<file path="config.mk">
export PLATFORM = sky130hd
export DESIGN_NAME = arp_tx_flat
export DESIGN_NICKNAME = d
export VERILOG_FILES = /design/src/rtl/arp_pkg.sv /design/src/rtl/arp_tx_if.sv /design/src/rtl/crc32_d8.sv /design/src/rtl/arp_tx.sv /design/src/flat_wrapper.sv
export SDC_FILE = /design/constraint.sdc
export NUM_CORES = 1
export LEC_CHECK = 0
export ABC_AREA = 1
export BUFFER_PORTS_ARGS = -buffer_cell sky130_fd_sc_hd__buf_2
export CORE_MARGIN = 2
export CORE_UTILIZATION = 45
export CTS_CLUSTER_DIAMETER = 80
export DETAILED_ROUTE_END_ITERATION = 16
export MAX_ROUTING_LAYER = met4
export PLACE_DENSITY = 0.67
export SLEW_MARGIN = 15
export SYNTH_ARGS = -nofsm -noshare
export SYNTH_HDL_FRONTEND = slang
export SYNTH_SLANG_ARGS = --single-unit
</file>
<file path="constraint.sdc">
create_clock -name clk -period 5.9 [get_ports clk]
set_clock_uncertainty 0.1 [all_clocks]
set_input_delay 0.59 -clock clk [delete_from_list [all_inputs] [get_ports clk]]
set_output_delay 0.59 -clock clk [all_outputs]
set_load 0.1 [all_outputs]
</file>
<file path="src/rtl/arp_pkg.sv">
// Shared constants, tx state encoding and CRC-32 byte step for the ARP transmitter.
// The FCS state only exists when ARP_TX_FCS_EN is defined.
package arp_pkg;

    localparam logic [15:0] ETH_TYPE_ARP   = 16'h0806;
    localparam logic [15:0] ARP_HTYPE_ETH  = 16'h0001;
    localparam logic [15:0] ARP_PTYPE_IPV4 = 16'h0800;
    localparam logic [7:0]  ARP_HLEN       = 8'h06;
    localparam logic [7:0]  ARP_PLEN       = 8'h04;
    localparam logic [15:0] ARP_OP_REQUEST = 16'h0001;
    localparam logic [15:0] ARP_OP_REPLY   = 16'h0002;
    localparam logic [7:0]  PREAMBLE_BYTE  = 8'h55;
    localparam logic [7:0]  SFD_BYTE       = 8'hD5;
    localparam logic [47:0] MAC_BROADCAST  = 48'hFF_FF_FF_FF_FF_FF;
    localparam logic [31:0] CRC_INIT       = 32'hFFFF_FFFF;
    localparam logic [31:0] CRC_POLY_REFL  = 32'hEDB8_8320;

    // Terminal byte-counter values per state
    localparam logic [5:0] PREAMBLE_LAST = 6'd7;
    localparam logic [5:0] ETH_HEAD_LAST = 6'd13;
    localparam logic [5:0] ARP_DATA_LAST = 6'd27;
    localparam logic [5:0] PAD_LAST      = 6'd17;
    localparam logic [5:0] FCS_LAST      = 6'd3;

    typedef enum logic [2:0] {
        ST_IDLE     = 3'd0,
        ST_PREAMBLE = 3'd1,
        ST_ETH_HEAD = 3'd2,
        ST_ARP_DATA = 3'd3,
        ST_PAD      = 3'd4,
`ifdef ARP_TX_FCS_EN
        ST_FCS      = 3'd5,
`endif
        ST_IFG      = 3'd6
    } tx_state_e;

    function automatic logic [31:0] crc32_byte(input logic [31:0] crc, input logic [7:0] data);
        logic [31:0] c;
        c = crc ^ {24'h00_0000, data};
        for (int i = 0; i < 8; i++) begin
            c = c[0] ? ((c >> 1) ^ CRC_POLY_REFL) : (c >> 1);
        end
        return c;
    endfunction

endpackage

</file>
<file path="src/rtl/arp_tx_if.sv">
// Start/request side and GMII transmit side of the ARP transmitter.
interface arp_tx_if;
    logic        arp_tx_en;
    logic        arp_tx_type;
    logic [47:0] des_mac;
    logic [31:0] des_ip;
    logic        gmii_tx_en;
    logic [7:0]  gmii_txd;
    logic        tx_busy;
    logic        tx_done;

    modport master (
        output arp_tx_en, arp_tx_type, des_mac, des_ip,
        input  gmii_tx_en, gmii_txd, tx_busy, tx_done
    );

    modport slave (
        input  arp_tx_en, arp_tx_type, des_mac, des_ip,
        output gmii_tx_en, gmii_txd, tx_busy, tx_done
    );
endinterface

</file>
<file path="src/rtl/crc32_d8.sv">
// Byte-wide reflected IEEE 802.3 CRC-32 register; crc_next is the value after absorbing data.
// Only built when ARP_TX_FCS_EN is defined.
`ifdef ARP_TX_FCS_EN
module crc32_d8
    import arp_pkg::*;
(
    input  logic        clk,
    input  logic        rst,
    input  logic [7:0]  data,
    input  logic        crc_en,
    input  logic        crc_clr,
    output logic [31:0] crc_data,
    output logic [31:0] crc_next
);
    logic [31:0] crc_r;

    assign crc_data = crc_r;
    assign crc_next = crc32_byte(crc_r, data);

    // CRC accumulator: clear has priority over accumulate
    always_ff @(posedge clk or posedge rst) begin
        if (rst) begin
            crc_r <= CRC_INIT;
        end else if (crc_clr) begin
            crc_r <= CRC_INIT;
        end else if (crc_en) begin
            crc_r <= crc_next;
        end else begin
            crc_r <= crc_r;
        end
    end
endmodule
`endif

</file>
<file path="src/rtl/arp_tx.sv">
// ARP request/reply frame transmitter onto GMII. Define ARP_TX_FCS_EN to append the
// CRC-32 FCS (72-cycle frame); otherwise the frame ends after the pad (68 cycles).
module arp_tx
    import arp_pkg::*;
#(
    parameter logic [47:0] BOARD_MAC  = 48'h00_11_22_33_44_55,
    parameter logic [31:0] BOARD_IP   = {8'd192, 8'd168, 8'd1, 8'd10},
    parameter int unsigned IFG_CYCLES = 12
) (
    input  logic     clk,
    input  logic     rst,
    arp_tx_if.slave  tx_if
);
    localparam logic [5:0] IFG_LAST = 6'(IFG_CYCLES - 1);

    tx_state_e    state_r, state_nxt_s;
    logic [5:0]   cnt_r, cnt_nxt_s;
    logic         type_r;
    logic [47:0]  des_mac_r;
    logic [31:0]  des_ip_r;
    logic [7:0]   txd_r, byte_s;
    logic         tx_en_r, tx_en_s, busy_r, done_r, done_s, accept_s;
    logic [111:0] eth_vec_s, eth_sh_s;
    logic [223:0] arp_vec_s, arp_sh_s;

    assign accept_s = (state_r == ST_IDLE) && tx_if.arp_tx_en;

    // Next state and byte counter; counter restarts on every state change
    always_comb begin
        state_nxt_s = state_r;
        cnt_nxt_s   = cnt_r + 6'd1;
        case (state_r)
            ST_IDLE: begin
                cnt_nxt_s   = 6'd0;
                state_nxt_s = tx_if.arp_tx_en ? ST_PREAMBLE : ST_IDLE;
            end
            ST_PREAMBLE: if (cnt_r == PREAMBLE_LAST) begin
                state_nxt_s = ST_ETH_HEAD; cnt_nxt_s = 6'd0;
            end else begin
                state_nxt_s = ST_PREAMBLE;
            end
            ST_ETH_HEAD: if (cnt_r == ETH_HEAD_LAST) begin
                state_nxt_s = ST_ARP_DATA; cnt_nxt_s = 6'd0;
            end else begin
                state_nxt_s = ST_ETH_HEAD;
            end
            ST_ARP_DATA: if (cnt_r == ARP_DATA_LAST) begin
                state_nxt_s = ST_PAD; cnt_nxt_s = 6'd0;
            end else begin
                state_nxt_s = ST_ARP_DATA;
            end
`ifdef ARP_TX_FCS_EN
            ST_PAD: if (cnt_r == PAD_LAST) begin
                state_nxt_s = ST_FCS; cnt_nxt_s = 6'd0;
            end else begin
                state_nxt_s = ST_PAD;
            end
            ST_FCS: if (cnt_r == FCS_LAST) begin
                state_nxt_s = ST_IFG; cnt_nxt_s = 6'd0;
            end else begin
                state_nxt_s = ST_FCS;
            end
`else
            ST_PAD: if (cnt_r == PAD_LAST) begin
                state_nxt_s = ST_IFG; cnt_nxt_s = 6'd0;
            end else begin
                state_nxt_s = ST_PAD;
            end
`endif
            ST_IFG: if (cnt_r == IFG_LAST) begin
                state_nxt_s = ST_IDLE; cnt_nxt_s = 6'd0;
            end else begin
                state_nxt_s = ST_IFG;
            end
            default: begin
                state_nxt_s = ST_IDLE; cnt_nxt_s = 6'd0;
            end
        endcase
    end

`ifdef ARP_TX_FCS_EN
    logic [31:0] crc_data_s, crc_next_s, fcs_word_s, fcs_sh_s;
    logic        crc_en_s, crc_clr_s;

    // CRC follows the byte currently on the wire (txd_r), so when entering FCS the
    // last pad byte is only in crc_next; afterwards the register holds the final value.
    assign crc_en_s   = (state_r == ST_ETH_HEAD) || (state_r == ST_ARP_DATA) || (state_r == ST_PAD);
    assign crc_clr_s  = (state_r == ST_IDLE);
    assign fcs_word_s = (state_r == ST_FCS) ? crc_data_s : crc_next_s;
    assign fcs_sh_s   = (~fcs_word_s) >> {cnt_nxt_s[1:0], 3'b000};

    crc32_d8 u_crc (
        .clk      (clk),
        .rst      (rst),
        .data     (txd_r),
        .crc_en   (crc_en_s),
        .crc_clr  (crc_clr_s),
        .crc_data (crc_data_s),
        .crc_next (crc_next_s)
    );
`endif

    // Byte for the state/count being entered, so the output register lines up with it
    always_comb begin
        eth_vec_s = {(type_r ? des_mac_r : MAC_BROADCAST), BOARD_MAC, ETH_TYPE_ARP};
        arp_vec_s = {ARP_HTYPE_ETH, ARP_PTYPE_IPV4, ARP_HLEN, ARP_PLEN,
                     (type_r ? ARP_OP_REPLY : ARP_OP_REQUEST), BOARD_MAC, BOARD_IP,
                     (type_r ? des_mac_r : 48'h0000_0000_0000), des_ip_r};
        eth_sh_s  = eth_vec_s << {cnt_nxt_s, 3'b000};
        arp_sh_s  = arp_vec_s << {cnt_nxt_s, 3'b000};
        byte_s    = 8'h00;
        case (state_nxt_s)
            ST_PREAMBLE: byte_s = (cnt_nxt_s == PREAMBLE_LAST) ? SFD_BYTE : PREAMBLE_BYTE;
            ST_ETH_HEAD: byte_s = eth_sh_s[111:104];
            ST_ARP_DATA: byte_s = arp_sh_s[223:216];
`ifdef ARP_TX_FCS_EN
            ST_FCS:      byte_s = fcs_sh_s[7:0];
`endif
            default:     byte_s = 8'h00;
        endcase
        tx_en_s = (state_nxt_s != ST_IDLE) && (state_nxt_s != ST_IFG);
        done_s  = (state_nxt_s == ST_IFG) && (state_r != ST_IFG);
    end

    // State, counter and registered outputs
    always_ff @(posedge clk or posedge rst) begin
        if (rst) begin
            state_r <= ST_IDLE;
            cnt_r   <= 6'd0;
            txd_r   <= 8'h00;
            tx_en_r <= 1'b0;
            busy_r  <= 1'b0;
            done_r  <= 1'b0;
        end else begin
            state_r <= state_nxt_s;
            cnt_r   <= cnt_nxt_s;
            txd_r   <= tx_en_s ? byte_s : 8'h00;
            tx_en_r <= tx_en_s;
            busy_r  <= (state_nxt_s != ST_IDLE);
            done_r  <= done_s;
        end
    end

    // Request fields captured only when a start is accepted
    always_ff @(posedge clk or posedge rst) begin
        if (rst) begin
            type_r    <= 1'b0;
            des_mac_r <= 48'h0000_0000_0000;
            des_ip_r  <= 32'h0000_0000;
        end else if (accept_s) begin
            type_r    <= tx_if.arp_tx_type;
            des_mac_r <= tx_if.des_mac;
            des_ip_r  <= tx_if.des_ip;
        end else begin
            type_r    <= type_r;
            des_mac_r <= des_mac_r;
            des_ip_r  <= des_ip_r;
        end
    end

    assign tx_if.gmii_tx_en = tx_en_r;
    assign tx_if.gmii_txd   = txd_r;
    assign tx_if.tx_busy    = busy_r;
    assign tx_if.tx_done    = done_r;
endmodule

</file>
<file path="src/flat_wrapper.sv">
// flat-port wrapper written by rule: the top's interface ports become plain ports
module arp_tx_flat import arp_pkg::*;
#(
    parameter logic [47:0] BOARD_MAC  = 48'h00_11_22_33_44_55,
    parameter logic [31:0] BOARD_IP   = {8'd192, 8'd168, 8'd1, 8'd10},
    parameter int unsigned IFG_CYCLES = 12
)
  (clk, rst, tx_if_arp_tx_en, tx_if_arp_tx_type, tx_if_des_mac, tx_if_des_ip, tx_if_gmii_tx_en, tx_if_gmii_txd, tx_if_tx_busy, tx_if_tx_done);
  arp_tx_if tx_if_i ();
  input  logic clk;
  input  logic rst;
  input wire logic [$bits(tx_if_i.arp_tx_en)-1:0] tx_if_arp_tx_en;
  input wire logic [$bits(tx_if_i.arp_tx_type)-1:0] tx_if_arp_tx_type;
  input wire logic [$bits(tx_if_i.des_mac)-1:0] tx_if_des_mac;
  input wire logic [$bits(tx_if_i.des_ip)-1:0] tx_if_des_ip;
  output wire logic [$bits(tx_if_i.gmii_tx_en)-1:0] tx_if_gmii_tx_en;
  output wire logic [$bits(tx_if_i.gmii_txd)-1:0] tx_if_gmii_txd;
  output wire logic [$bits(tx_if_i.tx_busy)-1:0] tx_if_tx_busy;
  output wire logic [$bits(tx_if_i.tx_done)-1:0] tx_if_tx_done;
  assign tx_if_i.arp_tx_en = tx_if_arp_tx_en;
  assign tx_if_i.arp_tx_type = tx_if_arp_tx_type;
  assign tx_if_i.des_mac = tx_if_des_mac;
  assign tx_if_i.des_ip = tx_if_des_ip;
  assign tx_if_gmii_tx_en = tx_if_i.gmii_tx_en;
  assign tx_if_gmii_txd = tx_if_i.gmii_txd;
  assign tx_if_tx_busy = tx_if_i.tx_busy;
  assign tx_if_tx_done = tx_if_i.tx_done;
  arp_tx #(.BOARD_MAC(BOARD_MAC), .BOARD_IP(BOARD_IP), .IFG_CYCLES(IFG_CYCLES)) u_core (.clk(clk), .rst(rst), .tx_if(tx_if_i));
endmodule
</file>
==> results.py <==
metrics = {
    "status": {
        "status": "completed",
    },
    "synth": {
        "synth_fa_ha_area_frac": 0.00413,
        "synth_nets": 1013,
        "synth_area_um2": 6060,
        "yosys_warnings": 0,
        "ys_ff_latch": 101,
        "synth-compound-area-share": 0.101,
        "synth_mux_area_frac": 0,
        "synth_area_per_cell_um2": 6.54,
        "post_synth_num_cell_types": 26,
        "synthCells": 927,
        "synth_simple_gate_area_share": 0.396,
        "seq_area_frac_synth": 0.417,
        "synth-xor-area-share": 0.00144,
        "synth_top_family_by_area": "simple AND/OR/NAND/NOR gates",
    },
    "cts": {
        "post-cts-setup-buffers": 0,
        "clkSinkCount": 101,
        "cts_tree": "built",
        "cts_buffers": 9,
        "clk_latency_ns": 0.35,
        "ctsHoldBuffers": 0,
        "cts_root_buffer": "clkbuf_16",
        "htreeDepth": 3,
        "ctsLongestPathBuffers": 2,
        "path_clk_slew_ns": 0.07,
        "postCtsResizedCells": 0,
    },
    "flow_run": {
        "maxCapViolCount": 0,
    },
    "floorplanning": {
        "initial_utilization": 0.460,
        "die_area_um2": 14400,
        "fp.coreArea_um2": 13200,
        "ios": 95,
        "dieWidth_um": 120,
        "die_h_um": 120,
        "fp-row-count": 42,
    },
    "worst_setup_path": {
        "slowest_delay_ns": 0.51,
        "crit_type": "register to register",
        "cp_num_buf_inv": 1,
        "start_kind": "register",
        "cpMostUsedCell": "nand2_1",
        "path_cells": "ha_1 > nand2_1 > nor2_1 > nand2_1 > nand3_1 > nand2_1 > nor2_4 > nand2_2 > nand2_1 > inv_1 > o21ai_0 > nand3_1 > nand2_1 > nand2_1 > nand2_1 > nand2_1",
        "arrival_ns": 3.68,
        "required_ns": 6.05,
        "cp_max_fo": 24,
        "critPathCaptureType": "register",
        "crit_family": "simple AND/OR/NAND/NOR gates",
        "cpMaxStageDelayCell": "nor2_4",
    },
    "grt": {
        "grt_first_pass_wirelength_mm": 27.5,
        "grt_pass1_vias": 5363,
        "antenna_found_initial": 0,
        "grt_usage": 0.247,
        "grt_max_degree": 107,
        "globalRouteOverflowTotal": 0,
    },
    "drt": {
        "wl_per_cell_um": 14.4,
        "route.detailed.drc": 0,
        "drt_wl_total_mm": 16.9,
        "via_per_inst": 5.17,
        "first_pass_iters": 5,
        "ant_nets": 0,
        "vias": 6044,
        "drtIter0Drc": 564,
    },
    "layout": {
        "seq_area_um2": 2530,
        "n_antenna_cell": 0,
        "area_growth_syn_to_layout_pct": 13.5,
        "multi_input_area_um2": 3050,
        "nets": 1075,
        "fin_util": 0.522,
        "fill_cells": 1378,
        "drive_gt1_frac": 0.136,
    },
    "timing": {
        "slew_headroom": 0.272,
        "period_share": 0.598,
        "drv_slew": 0,
        "rsz0062_at_grt": "false",
        "hold_viol": 0,
        "setup_slack_ns": 2.37,
        "setup_violations": 0,
        "min_period_ns": 3.53,
        "clock.fmax_mhz": 283,
        "tightestPinTransition_ns": 1.09,
        "hold_ws_ns": 0.225,
        "tns_ns": 0,
    },
    "power": {
        "p_leak_nw": 3.68,
        "power_mw": 4.17,
        "ir_drop_mv": 0.261,
        "powerDensity_nw_per_um2": 606,
    },
    "min_path": {
        "hold_class": "primary input to asynchronous set/reset pin",
    },
    "placed_design": {
        "routabilityCongestion": 0.960,
        "dp_slack_ns": 2.51,
        "place_hpwl_mm": 11.6,
        "io_buffer_count": 94,
    },
}
Yosys cell counts (all sizes together):
master    n  area, µm²
nand2   405       1530
nor4      1       6.26
a21oi    25        125
clkinv    1       3.75
xor2      1       8.76
o21ai    88        440
clkbuf   32        120
ha        2       25.0
nand3    96        480
nor2     69        279
o211ai    6       45.0
inv      66        248
buf      19        119
nand4    12       81.3
nor3      3       26.3
dfrtp   101       2530
kinds of logic after synthesis:
family                   Yosys count
AND/OR/NAND/NOR                  586
XOR/XNOR                           1
adder cells (fa/ha/maj)            2
flip-flops                       101
AO/OA/AOI/OAI                    119
buffers and inverters            118
flip-flops by register name, indices dropped and copies added (netlist names):
register	count
u_core.des_ip_r	32
u_core.type_r	1
u_core.tx_if.gmii_tx_en	1
u_core.cnt_r	6
u_core.state_r	3
u_core.tx_if.gmii_txd	8
u_core.tx_if.tx_done	1
u_core.des_mac_r	48
u_core.tx_if.tx_busy	1
area by class of cell:
cell class                 count  share of cell area
clock buffer                  12              0.0387
clock inverter                 4             0.00437
inverter                      67              0.0369
multi-input combinational    708               0.443
sequential                   101               0.367
tap                          176              0.0320
timing repair buffer         102              0.0771
where the power goes:
| part | leakage, nW | switching [mW] | total [mW] | internal, mW |
|---|---|---|---|---|
| clock network | 0.145 | 0.259 | 0.581 | 0.322 |
| registers | 1.26 | 0.216 | 1.22 | 1.00 |
| logic | 2.27 | 1.72 | 2.37 | 0.653 |
| total | 3.68 | 2.19 | 4.17 | 1.98 |
placed cells by master, fill, tap and decap left out:
| master | n |
|---|---|
| inv_6 | 1 |
| buf_2 | 94 |
| buf_4 | 8 |
| nor3_1 | 2 |
| clkinv_4 | 1 |
| nor2_4 | 1 |
| clkinv_2 | 1 |
| o211ai_1 | 6 |
| nand4_1 | 11 |
| dfrtp_1 | 101 |
| clkinv_1 | 2 |
| nor2_2 | 5 |
| nor2_1 | 63 |
| clkbuf_16 | 9 |
| nand3_1 | 95 |
| o21ai_1 | 10 |
| xor2_1 | 1 |
| inv_2 | 4 |
| nand4_2 | 1 |
| nand2_1 | 402 |
| a21oi_1 | 25 |
| nor3_4 | 1 |
| inv_1 | 60 |
| nand2_2 | 3 |
| nor4_1 | 1 |
| o21ai_0 | 78 |
| nand3_2 | 1 |
| clkinvlp_4 | 1 |
| clkbuf_8 | 3 |
| inv_4 | 1 |
| ha_1 | 2 |
path summary, 6_finish.rpt:
check	startpoint	end	slack (ns)	cells past startpoint
min in group clk	tx_if_des_mac[44]	u_core.des_mac_r[44]	0.33	3
setup / recovery	u_core.cnt_r[0]	u_core.tx_if.gmii_txd[5]	2.37	16
setup reg to reg	u_core.cnt_r[0]	u_core.tx_if.gmii_txd[5]	2.37	16
max in group asynchronous	rst	u_core.des_mac_r[11]	4.39	3
hold / removal	rst	u_core.tx_if.gmii_tx_en	0.23	2
hold reg to reg	u_core.des_ip_r[26]	u_core.des_ip_r[26]	0.39	2
metal layers:
layer / share of wire / GRT usage
met5: 0 / -
met4: 0.020 / 0.0838
met3: 0.066 / 0.0404
met2: 0.44 / 0.351
met1: 0.48 / 0.360
per-stage QoR:
stage               cell area (µm²)  instances
floorplan                      6060        927
global placement               6580       1154
detailed placement             6580       1154
CTS                            6880       1170
global route                   6880       1170
finish                         6880       1170
No activity file was read; power rests on OpenSTA's default activity.
